--- config.mk ---
export PLATFORM = sky130hd
export DESIGN_NAME = approx_mac_seq_flat
export DESIGN_NICKNAME = d
export VERILOG_FILES = /design/src/rtl/approx_mac_pkg.sv /design/src/rtl/approx_mac_seq_if.sv /design/src/rtl/approx_mac_seq_mul_trunc.sv /design/src/rtl/approx_mac_seq.sv /design/src/flat_wrapper.sv
export SDC_FILE = /design/constraint.sdc
export NUM_CORES = 1
export LEC_CHECK = 0
export CORE_MARGIN = 4
export CORE_UTILIZATION = 34
export DETAILED_ROUTE_END_ITERATION = 6
export PLACE_DENSITY = 0.55
export RECOVER_POWER = 50
export SYNTH_ARGS = -nofsm -noshare
export SYNTH_HDL_FRONTEND = slang
export SYNTH_SLANG_ARGS = --single-unit
--- constraint.sdc ---
create_clock -name clk -period 4.1 [get_ports clk]
set_input_delay 0.82 -clock clk [delete_from_list [all_inputs] [get_ports clk]]
set_output_delay 0.82 -clock clk [all_outputs]
set_load 0.02 [all_outputs]
--- src/rtl/approx_mac_pkg.sv ---
// Shared widths and arithmetic helpers for the approximate MAC datapath.
// approx_prod supports operands up to 16 bits; sat_add supports widths up to 32 bits.
package approx_mac_pkg;

  localparam int DEF_A_W         = 4;
  localparam int DEF_B_W         = 4;
  localparam int DEF_ACC_W       = 16;
  localparam int DEF_APPROX_COLS = 2;
  localparam int DEF_LEN_MAX     = 16;
  localparam int DEF_ERR_W       = 16;

  // Sum of partial products in columns >= cols; carries out of dropped columns are lost.
  function automatic logic [31:0] approx_prod(input logic [15:0] a, input logic [15:0] b,
                                              input int cols);
    logic [31:0] acc;
    acc = '0;
    for (int i = 0; i < 16; i++) begin
      for (int j = 0; j < 16; j++) begin
        if (((i + j) >= cols) && a[i] && b[j]) begin
          acc = acc + (32'd1 << (i + j));
        end
      end
    end
    return acc;
  endfunction

  function automatic logic [31:0] sat_add(input logic [31:0] x, input logic [31:0] y,
                                          input int w);
    logic [32:0] sum;
    logic [32:0] lim;
    sum = {1'b0, x} + {1'b0, y};
    lim = (33'd1 << w) - 33'd1;
    return (sum > lim) ? lim[31:0] : sum[31:0];
  endfunction

endpackage

--- src/rtl/approx_mac_seq_if.sv ---
// Operand stream in, per-packet result out; master drives operands and out_ready.
// Slave is the MAC side.
interface approx_mac_seq_if
  import approx_mac_pkg::*;
#(
  parameter int A_W   = DEF_A_W,
  parameter int B_W   = DEF_B_W,
  parameter int ACC_W = DEF_ACC_W,
  parameter int ERR_W = DEF_ERR_W
);
  logic             in_valid;
  logic             in_ready;
  logic [A_W-1:0]   in_a;
  logic [B_W-1:0]   in_b;
  logic             in_last;
  logic             out_valid;
  logic             out_ready;
  logic [ACC_W-1:0] out_acc;
  logic             out_sat;
  logic             out_lenov;
  logic [ERR_W-1:0] out_err;

  modport master (
    output in_valid, in_a, in_b, in_last, out_ready,
    input  in_ready, out_valid, out_acc, out_sat, out_lenov, out_err
  );

  modport slave (
    input  in_valid, in_a, in_b, in_last, out_ready,
    output in_ready, out_valid, out_acc, out_sat, out_lenov, out_err
  );
endinterface

--- src/rtl/approx_mac_seq_mul_trunc.sv ---
// Combinational truncated partial-product multiplier; zero latency, no flow control.
// APPROX_COLS low product columns are never formed.
module approx_mul_trunc
  import approx_mac_pkg::*;
#(
  parameter int A_W         = DEF_A_W,
  parameter int B_W         = DEF_B_W,
  parameter int APPROX_COLS = DEF_APPROX_COLS
) (
  input  logic [A_W-1:0]     a,
  input  logic [B_W-1:0]     b,
  output logic [A_W+B_W-1:0] prod
);
  localparam int P_W = A_W + B_W;

  always_comb prod = P_W'(approx_prod(16'(a), 16'(b), APPROX_COLS));
endmodule

--- src/rtl/approx_mac_seq.sv ---
// Streaming approximate MAC: beat -> S1 product -> S2 saturating accumulate -> 1-entry result buffer;
// last beat to out_valid 2 edges. Only a packet-end beat stalls on a full buffer. Option APPROX_MAC_ERRSTAT_EN.
module approx_mac_seq
  import approx_mac_pkg::*;
#(
  parameter int A_W         = DEF_A_W,
  parameter int B_W         = DEF_B_W,
  parameter int ACC_W       = DEF_ACC_W,
  parameter int APPROX_COLS = DEF_APPROX_COLS,
  parameter int LEN_MAX     = DEF_LEN_MAX,
  parameter int ERR_W       = DEF_ERR_W
) (
  input logic             clk,
  input logic             rst,
  approx_mac_seq_if.slave bus
);
  localparam int          P_W     = A_W + B_W;
  localparam int          CNT_W   = $clog2(LEN_MAX + 1);
  localparam logic [32:0] ACC_MAX = (33'd1 << ACC_W) - 33'd1;

  logic [P_W-1:0]   mul_prod;
  logic             s1_vld_q, s1_vld_d, s1_last_q, s1_last_d;
  logic [P_W-1:0]   s1_prod_q, s1_prod_d;
  logic [ACC_W-1:0] acc_q, acc_d, acc_nxt;
  logic [CNT_W-1:0] cnt_q, cnt_d, cnt_nxt;
  logic             sat_q, sat_d, sat_nxt;
  logic             out_vld_q, out_vld_d, out_sat_q, out_sat_d, out_lenov_q, out_lenov_d;
  logic [ACC_W-1:0] out_acc_q, out_acc_d;
  logic             len_hit, pkt_end, stall, fire;

  approx_mul_trunc #(.A_W(A_W), .B_W(B_W), .APPROX_COLS(APPROX_COLS)) u_mul (
    .a    (bus.in_a),
    .b    (bus.in_b),
    .prod (mul_prod)
  );

  always_comb begin
    acc_nxt = ACC_W'(sat_add(32'(acc_q), 32'(s1_prod_q), ACC_W));
    sat_nxt = sat_q | ((33'(acc_q) + 33'(s1_prod_q)) > ACC_MAX);
    cnt_nxt = cnt_q + CNT_W'(1);
    len_hit = (cnt_nxt == CNT_W'(LEN_MAX));
    pkt_end = s1_last_q | len_hit;
    stall   = s1_vld_q & pkt_end & out_vld_q & ~bus.out_ready;
    fire    = s1_vld_q & ~stall;
  end

  assign bus.in_ready = ~stall;

  always_comb begin
    s1_vld_d  = s1_vld_q;
    s1_last_d = s1_last_q;
    s1_prod_d = s1_prod_q;
    if (!stall) begin
      s1_vld_d = bus.in_valid;
      if (bus.in_valid) begin
        s1_last_d = bus.in_last;
        s1_prod_d = mul_prod;
      end
    end

    acc_d = acc_q;
    cnt_d = cnt_q;
    sat_d = sat_q;
    if (fire) begin
      acc_d = pkt_end ? '0 : acc_nxt;
      cnt_d = pkt_end ? '0 : cnt_nxt;
      sat_d = pkt_end ? 1'b0 : sat_nxt;
    end

    // A packet end landing on the same edge as a result accept refills the buffer.
    out_vld_d   = out_vld_q & ~bus.out_ready;
    out_acc_d   = out_acc_q;
    out_sat_d   = out_sat_q;
    out_lenov_d = out_lenov_q;
    if (fire && pkt_end) begin
      out_vld_d   = 1'b1;
      out_acc_d   = acc_nxt;
      out_sat_d   = sat_nxt;
      out_lenov_d = len_hit & ~s1_last_q;
    end
  end

  always_ff @(posedge clk or posedge rst) begin
    if (rst) begin
      s1_vld_q    <= 1'b0;
      s1_last_q   <= 1'b0;
      s1_prod_q   <= '0;
      acc_q       <= '0;
      cnt_q       <= '0;
      sat_q       <= 1'b0;
      out_vld_q   <= 1'b0;
      out_acc_q   <= '0;
      out_sat_q   <= 1'b0;
      out_lenov_q <= 1'b0;
    end else begin
      s1_vld_q    <= s1_vld_d;
      s1_last_q   <= s1_last_d;
      s1_prod_q   <= s1_prod_d;
      acc_q       <= acc_d;
      cnt_q       <= cnt_d;
      sat_q       <= sat_d;
      out_vld_q   <= out_vld_d;
      out_acc_q   <= out_acc_d;
      out_sat_q   <= out_sat_d;
      out_lenov_q <= out_lenov_d;
    end
  end

  assign bus.out_valid = out_vld_q;
  assign bus.out_acc   = out_acc_q;
  assign bus.out_sat   = out_sat_q;
  assign bus.out_lenov = out_lenov_q;

`ifdef APPROX_MAC_ERRSTAT_EN
  logic [P_W-1:0]   s1_err_q, s1_err_d;
  logic [ERR_W-1:0] err_q, err_d, err_nxt, out_err_q, out_err_d;

  always_comb begin
    s1_err_d = s1_err_q;
    if (!stall && bus.in_valid) begin
      s1_err_d = P_W'(bus.in_a) * P_W'(bus.in_b) - mul_prod;
    end
    err_nxt   = ERR_W'(sat_add(32'(err_q), 32'(s1_err_q), ERR_W));
    err_d     = err_q;
    out_err_d = out_err_q;
    if (fire) begin
      err_d = pkt_end ? '0 : err_nxt;
    end
    if (fire && pkt_end) begin
      out_err_d = err_nxt;
    end
  end

  always_ff @(posedge clk or posedge rst) begin
    if (rst) begin
      s1_err_q  <= '0;
      err_q     <= '0;
      out_err_q <= '0;
    end else begin
      s1_err_q  <= s1_err_d;
      err_q     <= err_d;
      out_err_q <= out_err_d;
    end
  end

  assign bus.out_err = out_err_q;
`else
  assign bus.out_err = '0;
`endif
endmodule

--- src/flat_wrapper.sv ---
// flat-port wrapper written by rule: the top's interface ports become plain ports
module approx_mac_seq_flat import approx_mac_pkg::*;
#(
  parameter int A_W         = DEF_A_W,
  parameter int B_W         = DEF_B_W,
  parameter int ACC_W       = DEF_ACC_W,
  parameter int APPROX_COLS = DEF_APPROX_COLS,
  parameter int LEN_MAX     = DEF_LEN_MAX,
  parameter int ERR_W       = DEF_ERR_W
)
  (clk, rst, bus_in_valid, bus_in_a, bus_in_b, bus_in_last, bus_out_ready, bus_in_ready, bus_out_valid, bus_out_acc, bus_out_sat, bus_out_lenov, bus_out_err);
  approx_mac_seq_if #(.A_W(A_W), .B_W(B_W), .ACC_W(ACC_W), .ERR_W(ERR_W)) bus_i ();
  input logic clk;
  input logic rst;
  input wire logic [$bits(bus_i.in_valid)-1:0] bus_in_valid;
  input wire logic [$bits(bus_i.in_a)-1:0] bus_in_a;
  input wire logic [$bits(bus_i.in_b)-1:0] bus_in_b;
  input wire logic [$bits(bus_i.in_last)-1:0] bus_in_last;
  input wire logic [$bits(bus_i.out_ready)-1:0] bus_out_ready;
  output wire logic [$bits(bus_i.in_ready)-1:0] bus_in_ready;
  output wire logic [$bits(bus_i.out_valid)-1:0] bus_out_valid;
  output wire logic [$bits(bus_i.out_acc)-1:0] bus_out_acc;
  output wire logic [$bits(bus_i.out_sat)-1:0] bus_out_sat;
  output wire logic [$bits(bus_i.out_lenov)-1:0] bus_out_lenov;
  output wire logic [$bits(bus_i.out_err)-1:0] bus_out_err;
  assign bus_i.in_valid = bus_in_valid;
  assign bus_i.in_a = bus_in_a;
  assign bus_i.in_b = bus_in_b;
  assign bus_i.in_last = bus_in_last;
  assign bus_i.out_ready = bus_out_ready;
  assign bus_in_ready = bus_i.in_ready;
  assign bus_out_valid = bus_i.out_valid;
  assign bus_out_acc = bus_i.out_acc;
  assign bus_out_sat = bus_i.out_sat;
  assign bus_out_lenov = bus_i.out_lenov;
  assign bus_out_err = bus_i.out_err;
  approx_mac_seq #(.A_W(A_W), .B_W(B_W), .ACC_W(ACC_W), .APPROX_COLS(APPROX_COLS), .LEN_MAX(LEN_MAX), .ERR_W(ERR_W)) u_core (.clk(clk), .rst(rst), .bus(bus_i));
endmodule
==> results.md <==
* Met2 track demand over resource at 0.248
* Setup TNS at -3.85 ns
* Switching power at approximately 0.63 mW
* Finished Layout Cells at 688
* Share of the synthesized area in the top cell type at 0.328
* Via count at 3375
* Wirelength per Cell at 13.0 um
* CTS H-tree depth at 2
* Row cnt at 38
* Most common cell in the synthesized netlist: nand2_1
* GR Util All Layers at 0.144
* Max clock buf depth at 2
* Asr flop ratio synth at 1.00
* Clk pwr share at 0.203
* Slew Limit Fails at 50
* NumNets Final at 578
* Failing checks: max-capacitance violations, max-slew violations, negative setup slack
* Fmax at 171 MHz
* Internal power at 1.11 mW
* Crit-path max FO at 3
* CTS tree: done
* Seq cells post-synth at 49
* Routability cong. at 0.788
* Routed WL at roughly 9000 um
* Most used cell, CP: ha_4
* Worst path slowest cell: or3_4
* Peak VDD IR at 173 uV
* Grt peak-use layer: met2
* Mapped Area at ~3700 um2
* N_diodes at 0
* Number of flops mapped to enable cells by yosys at 0
* Synth cell count leaders: 56 x nand2_1, 49 x dfrtp_1, 45 x o21ai_0
* Most used flip-flop cell after synthesis: dfrtp_1
* Met1 global-route usage at 0.196
* Max incr delay on CP at 0.39 ns
* Largest net degree at the start of global routing at 50
* # setup viols final at 3
* Die W at 113 um
* Post-Route Skew at 0.0103 ns
* Initial antenna violation count at 0
* WS Path Type: input port to register
* Nature of the critical path endpoint: register
* Clock-pin slew on the worst setup and hold paths at 0.10 ns
* Hold Buf Count CTS at 0
* Placed Cells at 662
* CP arrival at 6.08 ns
* Total CTS buffers at 5
* Final period util at 1.43
* Clock latency on the worst-skew pair at 0.30 ns
* Max cap viols at 1
* First-pass GRT wire length at around 16000 um
* Drt drc at 0
* Worst slew margin at -0.209
* Hold Path Class: register to register
* Fill count at between 1000 and 1500
* Drt initial violations at 109
* Synth area leaders: dfrtp_1 33%, o21ai_0 6.0%, ha_1 5.7%
* Largest area contributor in the netlist: dfrtp_1
* Logic gate share of total power at 0.437
* Final count of hold timing violations at 0
* Leak pwr at 2.35 nW
* Layout area overhead at 37.7%
* Pwr dens at roughly 340 nW/um2
* Final worst slack at -1.76 ns
* Mapped Avg Cell Area at 8.47 um2
* Met3 GRT Util at 0.0193
* RSZ-0062 raised after global routing: yes
* DRT Pass-1 Iters at 4
* Layout cell share with drive strength beyond 1 at 0.303
* Register area share after synthesis at 0.328
* Syn Inst Count at around 440
* Final min period at 5.86 ns
* Hpwl dp at between 6000 and 7000 um
* Sequential Power Share at 0.359
* Number of I/O port buffers at 32
* Sink Count at a little under 50
* Crit start category: input port
* Mean number of vias per cell at approximately 5
* # IOs at ~50
* Yosys cell types at 72
* Switching share of power at 0.362
* Initial cell density of the core at 0.347
* CP bufs+invs at 3
* Core area at 10800 um2
* Yosys warns at 0
* Antenna viol nets, final at 0
* Die Y at between 100 and 150 um
* WP data required at about 4.3 ns
* Root Buffer: clkbuf_8
* Status: complete, but fails checks
* Vias in the first global route at about 3300
* Grt ovf at 0
* Worst-margin pin slew at 1.81 ns
* Delay-heaviest family, CP: adder cells
* Die area at 12700 um2
layer usage:
layer | share of wire | wire, um
met1 | 0.47 | 4210
met2 | 0.49 | 4390
met3 | 0.031 | 280
met4 | 0.0083 | 74
met5 | 0 | 0
cells in the final DEF (no fill, tap or decap), types with 3 or more instances in the layout:
cell type        netlist  layout
xor2_2                 0       5
clkdlybuf4s50_1        0      20
nand2b_1               5       4
buf_4                 17      85
o21a_1                 5       5
ha_1                  17       8
and2_1                 7       7
o211a_1                3       3
clkbuf_8               0       5
xnor2_2                2       5
a21o_1                 6       6
dfrtp_1               49      49
xor2_1                10       4
dlygate4sd3_1          0       7
xnor2_1               13      10
nand2_4                2       4
a31oi_1                3       3
nor2_4                 0       4
buf_6                  4       4
mux2_4                 0       3
and3_1                 7       6
nor4_1                 4       4
ha_4                   0       7
nor2_1                32      28
nor3_1                 9       9
inv_1                 19      17
o21ai_1                4       6
nand2_2                3       3
nor2b_1                3       3
conb_1                 1      16
o21ai_0               45      43
nand2_1               56      53
a21oi_1               23      23
nand3_1               22      20
repair_timing:
action,CTS,global route
resized for setup,23,26
endpoints found under the setup margin,4,4
setup buffers,9,10
pin swaps,20,26
worst paths after layout:
path / end / slack [ns] / startpoint / cells after the start
setup / recovery: u_core.s1_prod_q[7]$_DFFE_PP0P_ / -1.76 / bus_in_a[0] / 30
hold / removal: u_core.bus.out_acc[2]$_DFFE_PP0P_ / 0.48 / u_core.bus.out_acc[2]$_DFFE_PP0P_ / 2
setup reg to reg: u_core.acc_q[4]$_DFFE_PP0P_ / 0.80 / u_core.s1_prod_q[2]$_DFFE_PP0P_ / 13
hold reg to reg: u_core.bus.out_acc[2]$_DFFE_PP0P_ / 0.48 / u_core.bus.out_acc[2]$_DFFE_PP0P_ / 2
max in group asynchronous: u_core.acc_q[10]$_DFFE_PP0P_ / 1.52 / rst / 2
min in group asynchronous: u_core.cnt_q[3]$_DFFE_PP0P_ / 1.54 / rst / 2
sequential cells by signal, summed over array words and instances (netlist names):
name                  cells
u_core.bus.out_sat        1
u_core.acc_q             16
u_core.sat_q              1
u_core.s1_last_q          1
u_core.cnt_q              5
u_core.bus.out_lenov      1
u_core.bus.out_acc       16
u_core.s1_vld_q           1
u_core.bus.out_valid      1
u_core.s1_prod_q          6
power by group through the flow:
stage | clock network (mW) | logic (mW) | registers [mW]
finish | 0.354 | 0.761 | 0.625
global route | 0.388 | 0.846 | 0.638
CTS | 0.362 | 0.727 | 0.627
detailed placement | 0 | 0.709 | 0.637
global placement | 0 | 0.692 | 0.633
floorplan | 0 | 0.429 | 0.671
logic make-up (layout without fill, tap and decap cells):
logic type / count (synthesis) / count (layout) / share of synthesized area
AO/OA/AOI/OAI: 117 / 117 / 0.207
multiplexers: 6 / 6 / 0.0174
XOR/XNOR: 26 / 26 / 0.0699
flip-flops: 49 / 49 / 0.328
adder cells (fa/ha/maj): 18 / 18 / 0.0622
AND/OR/NAND/NOR: 169 / 169 / 0.232
other: 1 / 16 / 0.00100
buffers and inverters: 56 / 147 / 0.0826
worst register-to-register path: cells and delay by family, from the launching register on:
family / cells / cell delay [ns]
AOI/OAI and AO/OA: 5 / 0.82
adders and majority gates: 2 / 0.59
buffers and inverters: 2 / 0.12
DFF: 1 / 0.37
and+or+nand+nor: 4 / 1.30
layout make-up:
type	instances	area (um2)	area share
Multi-Input combinational cell	352	2580	0.502
Sequential cell	49	1230	0.238
Tap cell	140	175	0.0340
Timing Repair Buffer	120	981	0.190
Clock inverter	3	43.8	0.00850
Inverter	19	73.8	0.0143
Clock buffer	5	68.8	0.0134
stage by stage:
stage	setup WS [ns]	util	instance area (um2)	hold slack (ns)	power, mW
after floorplan	-1.92	-	3980	0.453	1.10
after global placement	-2.41	0.440	4750	0.461	1.33
after detailed placement	-2.56	0.440	4750	0.469	1.35
after CTS	-1.84	0.458	4940	0.491	1.72
after global routing	-2.02	0.478	5150	0.504	1.87
final	-1.76	0.478	5150	0.482	1.74
Power figures use the tool's default switching activity.
